**src/rtl/mips_mem_arbiter_pkg.sv**
```systemverilog
`default_nettype none
// mips_mem_arbiter_pkg: shared FSM state and grant encodings (rev 1.0)
package mips_mem_arbiter_pkg;

   typedef enum logic [1:0] {
      ST_IDLE  = 2'd0,
      ST_ISSUE = 2'd1,
      ST_WAIT  = 2'd2,
      ST_DONE  = 2'd3
   } state_e;

   localparam logic GNT_I = 1'b0;
   localparam logic GNT_D = 1'b1;

   // One-hot grant {data, fetch} to side code
   function automatic logic gnt_side(input logic [1:0] gnt);
      return gnt[1] ? GNT_D : GNT_I;
   endfunction

endpackage
`default_nettype wire

```
**src/rtl/mips_mem_arbiter_rr_arb2.sv**
```systemverilog
`default_nettype none
// mips_mem_arbiter_rr_arb2: two-request round-robin arbiter, priority flips on each grant (rev 1.0)
module mips_mem_arbiter_rr_arb2
   import mips_mem_arbiter_pkg::*;
(
   input  logic       clk,
   input  logic       reset,
   input  logic [1:0] req_i,
   input  logic       adv_i,
   output logic [1:0] gnt_o
);

   logic prio_q;

   always_comb begin
      gnt_o = 2'b00;
      if (req_i == 2'b11) begin
         gnt_o = (prio_q == GNT_D) ? 2'b10 : 2'b01;
      end else begin
         gnt_o = req_i;
      end
   end

   always_ff @(posedge clk) begin
      if (reset) begin
         prio_q <= GNT_I;
      end else if (adv_i && (gnt_o != 2'b00)) begin
         // Next priority goes to whichever side was not just served
         prio_q <= (gnt_side(gnt_o) == GNT_D) ? GNT_I : GNT_D;
      end
   end

endmodule
`default_nettype wire

```
**src/rtl/mips_mem_arbiter.sv**
```systemverilog
`default_nettype none
// mips_mem_arbiter: shares one memory port between MIPS fetch and load/store requesters (rev 1.0)
module mips_mem_arbiter
   import mips_mem_arbiter_pkg::*;
#(
   parameter int AW      = 32,
   parameter int DW      = 32,
   parameter int TIMEOUT = 255
) (
   input  logic          clk,
   input  logic          reset,
   input  logic          i_req,
   input  logic [AW-1:0] i_addr,
   output logic          i_ack,
   output logic [DW-1:0] i_rdata,
   input  logic          d_req,
   input  logic          d_we,
   input  logic [AW-1:0] d_addr,
   input  logic [DW-1:0] d_wdata,
   output logic          d_ack,
   output logic [DW-1:0] d_rdata,
   output logic          m_valid,
   input  logic          m_ready,
   output logic          m_we,
   output logic [AW-1:0] m_addr,
   output logic [DW-1:0] m_wdata,
   input  logic          m_rvalid,
   input  logic [DW-1:0] m_rdata,
   output logic          stall,
   output logic          err
);

   localparam int CW      = (TIMEOUT > 0) ? $clog2(TIMEOUT + 1) : 1;
   localparam int TO_LAST = (TIMEOUT > 0) ? TIMEOUT - 1 : 0;

   state_e        state_q;
   logic          gnt_q;
   logic [CW-1:0] cnt_q;
   logic          m_valid_q, m_we_q, i_ack_q, d_ack_q, err_q;
   logic [AW-1:0] m_addr_q;
   logic [DW-1:0] m_wdata_q, i_rdata_q, d_rdata_q;
   logic [1:0]    arb_gnt;

   mips_mem_arbiter_rr_arb2 u_arb (
      .clk   (clk),
      .reset (reset),
      .req_i ({d_req, i_req}),
      .adv_i (state_q == ST_IDLE),
      .gnt_o (arb_gnt)
   );

   always_ff @(posedge clk) begin
      if (reset) begin
         state_q   <= ST_IDLE;
         gnt_q     <= GNT_I;
         cnt_q     <= '0;
         m_valid_q <= 1'b0;
         m_we_q    <= 1'b0;
         m_addr_q  <= '0;
         m_wdata_q <= '0;
         i_ack_q   <= 1'b0;
         d_ack_q   <= 1'b0;
         i_rdata_q <= '0;
         d_rdata_q <= '0;
         err_q     <= 1'b0;
      end else begin
         case (state_q)
            ST_IDLE: begin
               if (arb_gnt != 2'b00) begin
                  gnt_q     <= gnt_side(arb_gnt);
                  m_valid_q <= 1'b1;
                  if (gnt_side(arb_gnt) == GNT_D) begin
                     m_we_q    <= d_we;
                     m_addr_q  <= d_addr;
                     m_wdata_q <= d_wdata;
                  end else begin
                     m_we_q    <= 1'b0;
                     m_addr_q  <= i_addr;
                     m_wdata_q <= '0;
                  end
                  state_q <= ST_ISSUE;
               end
            end
            ST_ISSUE: begin
               if (m_ready) begin
                  m_valid_q <= 1'b0;
                  cnt_q     <= '0;
                  state_q   <= ST_WAIT;
               end
            end
            ST_WAIT: begin
               if (m_rvalid) begin
                  if (gnt_q == GNT_D) begin
                     d_ack_q <= 1'b1;
                     if (!m_we_q) d_rdata_q <= m_rdata;
                  end else begin
                     i_ack_q   <= 1'b1;
                     i_rdata_q <= m_rdata;
                  end
                  state_q <= ST_DONE;
               end else if ((TIMEOUT != 0) && (cnt_q == CW'(TO_LAST))) begin
                  // Abort: complete the access with zero data so the core is not hung
                  err_q <= 1'b1;
                  if (gnt_q == GNT_D) begin
                     d_ack_q   <= 1'b1;
                     d_rdata_q <= '0;
                  end else begin
                     i_ack_q   <= 1'b1;
                     i_rdata_q <= '0;
                  end
                  state_q <= ST_DONE;
               end else begin
                  cnt_q <= cnt_q + CW'(1);
               end
            end
            ST_DONE: begin
               i_ack_q <= 1'b0;
               d_ack_q <= 1'b0;
               state_q <= ST_IDLE;
            end
            default: state_q <= ST_IDLE;
         endcase
      end
   end

   assign m_valid = m_valid_q;
   assign m_we    = m_we_q;
   assign m_addr  = m_addr_q;
   assign m_wdata = m_wdata_q;
   assign i_ack   = i_ack_q;
   assign d_ack   = d_ack_q;
   assign i_rdata = i_rdata_q;
   assign d_rdata = d_rdata_q;
   assign err     = err_q;
   assign stall   = (i_req & ~i_ack_q) | (d_req & ~d_ack_q);

endmodule
`default_nettype wire

```
**config.mk**
```make
export PLATFORM = sky130hd
export DESIGN_NAME = mips_mem_arbiter
export DESIGN_NICKNAME = d
export VERILOG_FILES = /design/src/rtl/mips_mem_arbiter_pkg.sv /design/src/rtl/mips_mem_arbiter_rr_arb2.sv /design/src/rtl/mips_mem_arbiter.sv
export SDC_FILE = /design/constraint.sdc
export NUM_CORES = 1
export LEC_CHECK = 0
export ABC_CLOCK_PERIOD_IN_PS = 2120
export BUFFER_PORTS_ARGS = -buffer_cell sky130_fd_sc_hd__clkbuf_2
export CORE_ASPECT_RATIO = 0.75
export CORE_UTILIZATION = 46
export DETAILED_ROUTE_END_ITERATION = 8
export PLACE_DENSITY = 0.83
export SLEW_MARGIN = 40
export SYNTH_ARGS = -nofsm -noshare
export SYNTH_HDL_FRONTEND = slang
export SYNTH_HIERARCHICAL = 1
export SYNTH_SLANG_ARGS = --single-unit
export TNS_END_PERCENT = 10
```
**constraint.sdc**
```tcl
create_clock -name clk -period 2.12 [get_ports clk]
set_clock_uncertainty 0.15 [all_clocks]
set_input_delay 0.212 -clock clk [delete_from_list [all_inputs] [get_ports clk]]
set_output_delay 0.212 -clock clk [all_outputs]
set_load 0.1 [all_outputs]
```
==> reports/qor.txt, run 1 <==
Worst Reg-to-Reg Cells -> 6
Critical Path Fanout Max -> 6
Total Power -> 11.9 mW
Setup crit end kind -> flip-flop
Fin area -> 9040 µm²
Critical path depth -> 6
Final std cells w/o fill -> 1,100
First-pass DRT Iterations -> 5
Initial antenna violation count -> 0
Logic pwr share -> 44.9%
Critical path launch point -> u_arb/prio_q
Fin crit period -> 2170 ps
Reg2reg end -> m_addr[9]
Primary FF master, synth -> dfxtp_1
Total of max-cap violations -> 0
HPWL Detailed -> 10,600 µm
Worst-Skew Late Latency -> 420 ps
DRT iter0 DRCs -> 440
Root buffer cell -> clkbuf_16
Peak Freq -> 0.461 GHz
Placed Area -> 6940 µm²
Buf+Inv Stages, Crit Path -> 3
Req. time, crit path -> 2280 ps
Hold Crit Depth -> 3
Post-synthesis register bit count -> 145
Distinct cells, synth -> 40
GR Overflow Total -> 0
Power share of the clock group -> 26.4%
Critical path arrival -> 2330 ps
DR WL/cell -> 18.4 µm
Leak -> 4.21 nW
CTS Buf Count -> 17
Post-synth EDFFs -> 0
Gpl congestion -> 0.847
Crit path to -> m_addr[9]
TNS Setup -> -80.2 ps
Die Height -> 96.0 µm
Pins Over Slew Limit -> 0
Core Box Area -> 11,200 µm²
Cell Pwr Density -> 1320 nW/µm²
Antenna Cells -> 0
Hold WC Path Type -> in -> reg
Gate count of the mapped netlist -> 549
Max clock buf depth -> 2
Final setup vio count -> 3
Chip Width -> 127 µm
Rel. slew slack -> 54.5%
Detailed-route via count -> 6,172
I/O pin cnt -> 269
Sw Ratio -> 48.4%
Post-route worst setup slack -> -48.3 ps
P_int -> 6.14 mW
Sequential share of power -> 28.7%
Port Buffers -> 268
GRT Resource Usage Total -> 30.3%
Ys Warns -> 6
Routed Antenna Nets -> 0
Clk sinks -> 145
Largest family of logic cells by synthesized area -> compound AO/OA/AOI/OAI gates
Status -> complete, but fails checks
Post-synthesis async set-or-reset flop share -> 0%
Top delay family on crit path -> buffers and inverters
DRC errors left -> 0
Initial Utilization -> 48.4%
RR Startpoint -> u_arb/prio_q
Worst Max-Slew Pin Slew -> 683 ps
Die Area -> 12,200 µm²
Worst Setup Path Type -> reg -> reg
Final hold slack -> -2.14 ps
Cell chain of the critical path -> inv_1, a21boi_4, buf_12, mux2i_2, dlygate4sd3_1, a211oi_1
Vias in the first global route -> 5,953
Routed wire length -> 20,300 µm
CTS tree -> built
Placed instance count -> 939
Nets@finish -> 1,072
Startpoint types -> flip-flop
Final Cycle Share -> 102%
Seq/Total Area, Yosys -> 53.6%
R2R setup slack -> -50 ps
Post-Synth XOR/XNOR Area -> 0%
VDD IR max -> 1.17 mV
Final Hold Vio Count -> 1
Synth Area in Adders -> 1.62%
CP max stage cell -> dlygate4sd3_1
Simple-Gate Fraction of Synth Area -> 11.9%
H-tree levels -> 4
Vias per cell -> 5.61
Post-Syn Nets -> 691
RSZ-0062 raised after global routing -> yes
Share of cells above drive strength 1 -> 37.3%
Row count -> 33
Failing checks -> hold timing, setup timing
Avg Cell Area, Syn -> 9.87 µm²
Compound-Gate Fraction of Synth Area -> 22.9%
Largest net degree at the start of global routing -> 73
Area Growth Syn to Fin -> 66.7%
Psw -> 5.77 mW
Largest stage delay, worst path -> 570 ps
Mapped Area -> 5420 µm²
First-pass GRT wire length -> 28,900 µm
Clk slew on worst S/H paths -> 70 ps
Post-synthesis mux area share -> 5.91%
-- worst min path at each step --
stage                     start      endpoint  slack, ps
finish                d_addr[4]     m_addr[4]         -2
global route          d_addr[2]     m_addr[2]          9
CTS                  i_addr[13]    m_addr[13]        0.6
detailed placement  m_rdata[24]   i_rdata[24]        290
global placement    m_wdata[10]   m_wdata[10]        290
floorplan                 reset  u_arb/prio_q        120
-- cell families after synthesis --
kind of cell	Yosys count
adders and majority gates	7
muxes	32
buffers and inverters	55
DFF	145
AOI/OAI and AO/OA	170
and+or+nand+nor	140
-- cells in the mapped netlist, types with 2 or more instances --
cell	n	area [µm²]
nand2_1	47	176
o21ai_0	4	20.0
mux2i_1	32	320
nand2b_1	3	18.8
nor2_1	37	139
nand3_1	37	185
a22oi_1	4	30.0
a211oi_1	34	255
a21boi_0	2	15.0
ha_1	7	87.6
o211ai_1	3	22.5
a21oi_1	43	215
dfxtp_1	145	2900
buf_2	13	65.1
o32ai_1	3	26.3
o21ai_1	2	10.0
clkbuf_1	28	105
a22o_1	64	561
o22ai_1	2	12.5
buf_1	5	18.8
inv_1	8	30.0
nor2b_1	6	37.5
or4_1	3	22.5
-- per-stage QoR --
stage,worst slack [ps],utilization [%]
floorplan,90.9,-
global placement,261,62.0
detailed placement,75.6,62.0
CTS,25.0,78.4
global route,-134,80.8
finish,-48.3,80.8
-- registers in the layout, summed over array words and instances, names as in the netlist --
register,flops
m_wdata,32
i_rdata,32
d_rdata,32
m_addr,32
gnt_q,1
d_ack,1
i_ack,1
err,1
u_arb/prio_q,1
m_valid,1
m_we,1
state_q,2
cnt_q,8
-- what timing repair did --
action,4_1_cts,5_1_grt
hold endpoints to repair,129,1
buffers inserted,0,5
hold buffers,121,1
resized for setup,0,36
setup endpoints to repair,0,28
-- layout make-up --
cell class / count / area [µm²]
timing repair buffer: 408 / 2850
multi-input combinational: 349 / 2430
clock inverter: 14 / 183
tap: 157 / 196
fill: 629 / 2150
sequential: 145 / 2910
inverter: 9 / 33.8
clock buffer: 18 / 439
-- power by group through the flow --
stage	logic [mW]	clock network, mW	registers (mW)
global route	5.53	3.29	3.45
floorplan	1.10	0	6.20
CTS	4.94	3.17	3.38
detailed placement	4.73	0	3.44
global placement	4.67	0	3.42
finish	5.34	3.15	3.41
-- metal layers --
metal  vias up  wire length (µm)  GRT usage (%)
li1       2768                 -              -
met3       103              1360           7.34
met5         -                 0              0
met1      2933              7640           32.9
met2       368             10300           53.8
met4         0               967           19.9
-- placed cells by master, fill, tap and decap left out, types with 13 or more instances in the layout --
master,Yosys,final
mux2i_1,32,29
dlymetal6s4s_1,0,13
nand2_1,47,47
nand3_1,37,37
a22o_1,64,64
dlygate4sd3_1,0,107
a211oi_1,34,19
clkbuf_16,0,21
nor2_1,37,37
a21oi_1,43,41
clkbuf_2,0,268
a211oi_2,0,15
dfxtp_1,145,143
-- worst reg2reg max path: stages, from the launching register on --
cell	delay, ps
dfxtp_2	350
inv_1	70
a21boi_4	340
buf_12	200
mux2i_2	90
dlygate4sd3_1	570
a211oi_1	310
Note: power is estimated with default switching activity, not from simulation.
==> inputs of run 2 (changes only) <==
Settings changed: ABC_AREA from default to 1, CORE_UTILIZATION 46 to 48, PLACE_DENSITY 0.83 to 0.84, SETUP_SLACK_MARGIN from default to 0.4.
==> run 2 against run 1 <==
Net effect:
- routed wire length grew 12%
- combinational power grew 16%
- die area grew 9.5%
- sequential share of layout area shrank 2.4 points
- largest power group unchanged
- critical endpoint is now d_rdata[23]
- utilization shrank 2.1 points
- sequential power grew 3%
- clock power is essentially flat
- area after synthesis grew 14%
- largest cell class is now multi-input combinational cells
- non-clock buffer count shrank 8
- the run now ends clean
- cell count grew 30%
==> reports/qor.txt, run 2 <==
Routed Antenna Nets -> 0 (unchanged)
Die Height -> 100 µm (+4.6%)
Worst Max-Slew Pin Slew -> 627 ps (-56.0 ps)
Setup crit end kind -> flip-flop
Sequential share of power -> 27.2% (-1.5 points)
Critical Path Fanout Max -> 7 (+1)
Core Box Area -> 12,400 µm² (+11%)
Reg2reg end -> d_rdata[23]
Psw -> 6.34 mW (+10%)
RSZ-0062 raised after global routing -> yes
H-tree levels -> 4 (unchanged)
CTS tree -> built
DR WL/cell -> 15.8 µm (-14%)
Worst Setup Path Type -> reg -> reg
Power share of the clock group -> 24.7% (-1.7 points)
DRT iter0 DRCs -> 529 (+20%)
Ys Warns -> 6 (unchanged)
I/O pin cnt -> 269 (unchanged)
Req. time, crit path -> 2270 ps (about the same)
Startpoint types -> flip-flop
Initial antenna violation count -> 1 (+1)
Commonest non-fill, non-tap cell in the layout -> clkbuf_2
Mapped Area -> 6200 µm² (+14%)
HPWL Detailed -> 12,100 µm (+14%)
First-pass GRT wire length -> 32,300 µm (+12%)
Total of max-cap violations -> 0 (unchanged)
Final hold slack -> 11.9 ps (+14.0 ps)
Seq/Total Area, Yosys -> 46.8% (-6.8 points)
DRC errors left -> 0 (unchanged)
Count leader, synth -> nand2_1
Avg Cell Area, Syn -> 6.98 µm² (-29%)
RR Startpoint -> cnt_q[0]
Post-Syn Nets -> 1,030 (+49%)
Post-synthesis register bit count -> 145 (unchanged)
Chip Width -> 133 µm (+4.6%)
Post-synthesis async set-or-reset flop share -> 0% (unchanged)
Cell taking the most area after synthesis -> dfxtp_1
Final setup vio count -> 0 (-3)
GRT Resource Usage Total -> 30.5% (+0.23 points)
Root buffer cell -> clkbuf_16
Crit path to -> d_rdata[23]
Primary FF master, synth -> dfxtp_1
Clk slew on worst S/H paths -> 60 ps (about the same)
VDD IR max -> 0.884 mV (-25%)
Status -> completed
Largest net degree at the start of global routing -> 65 (-11%)
TNS Setup -> 0 ps (+80.2 ps)
Clk sinks -> 145 (unchanged)
Critical path arrival -> 1960 ps (-370 ps)
Area Growth Syn to Fin -> 57.8%
First-pass DRT Iterations -> 7 (+2)
Post-synth EDFFs -> 0 (unchanged)
Detailed-route via count -> 7,358 (+19%)
Hold WC Path Type -> in -> reg
Rel. slew slack -> 58.2% (+3.7 points)
Share of cells above drive strength 1 -> 30.2% (-7.1 points)
P_int -> 6.53 mW (+6.4%)
Gpl congestion -> 0.843 (-0.41%)
CTS Buf Count -> 17 (unchanged)
Top post-synthesis cells by area -> dfxtp_1 47%, nand2_1 14%, a21oi_1 13%
Core Util, Final -> 78.7% (-2.1 points)
Critical path launch point -> cnt_q[0]
Synth top area share -> 46.8% (-6.8 points)
Vias in the first global route -> 6,789 (+14%)
Distinct cells, synth -> 26 (-35%)
Pins Over Slew Limit -> 0 (unchanged)
Logic pwr share -> 48.1% (+3.2 points)
Port Buffers -> 268 (unchanged)
Gate count of the mapped netlist -> 888 (+62%)
Worst-Skew Late Latency -> 400 ps (-20 ps)
R2R setup slack -> 310 ps (+360 ps)
Leak -> 4.76 nW (+13%)
Sw Ratio -> 49.3% (+0.83 points)
Routed wire length -> 22,700 µm (+12%)
Max clock buf depth -> 2 (unchanged)
Worst Reg-to-Reg Cells -> 10 (+4)
Final Cycle Share -> 85.5% (-17 points)
Initial Utilization -> 49.9% (+1.4 points)
Nets@finish -> 1,397 (+30%)
Vias per cell -> 5.13 (-8.6%)
Die Area -> 13,400 µm² (+9.5%)
Commonest cells after routing, fill and taps aside -> 267 x clkbuf_2, 227 x nand2_1, 158 x a21oi_1
Row count -> 35 (+6.1%)
Final Hold Vio Count -> 0 (-1)
Cell Pwr Density -> 1320 nW/µm² (-0.11%)
GR Overflow Total -> 0 (unchanged)
Peak Freq -> 0.552 GHz (+20%)
Fin crit period -> 1810 ps (-355 ps)
Top cells by count, synth -> 230 x nand2_1, 159 x a21oi_1, 145 x dfxtp_1
## run 2: changes by cell type after synthesis, sizes merged, moves of 10 or more
| cell | previous run | this run |
|---|---|---|
| a211oi | 34 | 0 |
| buf | 18 | 28 |
| nand2 | 47 | 238 |
| a22o | 64 | 0 |
| nor2 | 37 | 103 |
| mux2i | 32 | 0 |
| a21oi | 44 | 160 |
| o21ai | 6 | 37 |
| inv | 9 | 85 |
## run 2: worst max-delay path: stages, from the launching register on
cell and delay [ps]:
dfxtp_2 330, inv_2 90, ha_4 140, nand2_4 50, nor2_4 190, nand3_4 160, nand2_8 210, buf_8 160
nand3_1 80, nand2_1 70, nor2_1 60
## run 2: how the worst min path moves through the flow
stage                      startpoint      endpoint  slack (ps)  depth (start not counted)
final                       i_addr[6]     m_addr[6]          10                          5
after floorplan                 reset  u_arb/prio_q         120                          1
after global placement           d_we          m_we         290                          3
after detailed placement         d_we          m_we         300                          3
after CTS                   i_addr[6]     m_addr[6]         0.6                          5
after global routing      m_rdata[21]   i_rdata[21]          20                          5
## run 2: cell type report
class,count,area [µm²]
flip-flops and latches,145,2910
repair buffers,400,2790
inverters,85,328
repair inverters,1,5.00
clock buffers,19,453
diodes,1,2.50
fillers,836,2650
clock inverters,12,170
well taps,166,208
multi-input cells,605,2920
## run 2: metal layers
| layer | part of all wire (%) | up-vias | track usage (%) |
|---|---|---|---|
| met5 | 0 | - | 0 |
| met4 | 4.4 | 0 | 17.7 |
| met3 | 7.7 | 95 | 7.27 |
| met2 | 48 | 374 | 51.6 |
| met1 | 40 | 3320 | 35.7 |
| li1 | - | 3569 | - |
## run 2: power groups by stage
stage | Sequential, mW | Clock [mW] | Combinational, mW
3_3_place_gp | 3.51 | 0 | 5.39
4_1_cts | 3.47 | 3.20 | 5.63
6_report | 3.51 | 3.18 | 6.19
2_1_floorplan | 6.43 | 0 | 1.51
5_1_grt | 3.56 | 3.34 | 6.50
3_5_place_dp | 3.52 | 0 | 5.42
## run 2: timing repair
action                                 4_1_cts  5_1_grt
cloned                                       0       10
hold buffers                                98        0
pin swaps                                    0        9
buffers inserted                             0       14
gates resized for setup                      9       51
endpoints found under the hold margin      121        0
setup endpoints to repair                  108      143
## run 2: kinds of logic after synthesis
group           Yosys count  share of synthesized area, %
flops                   145                          46.8
simple gates            394                          26.2
buf+inv                 142                          9.24
fa+ha+maj                 7                          1.41
compound gates          200                          16.4
## run 2: stage by stage
stage | worst slack, ps | instance area [µm²] | total power [mW] | std cells
global route | 246 | 9790 | 13.4 | 1434
finish | 307 | 9790 | 12.9 | 1434
CTS | 318 | 9300 | 12.3 | 1409
global placement | 333 | 7660 | 8.90 | 1280
detailed placement | 248 | 7660 | 8.95 | 1280
floorplan | 361 | 6210 | 7.95 | 888
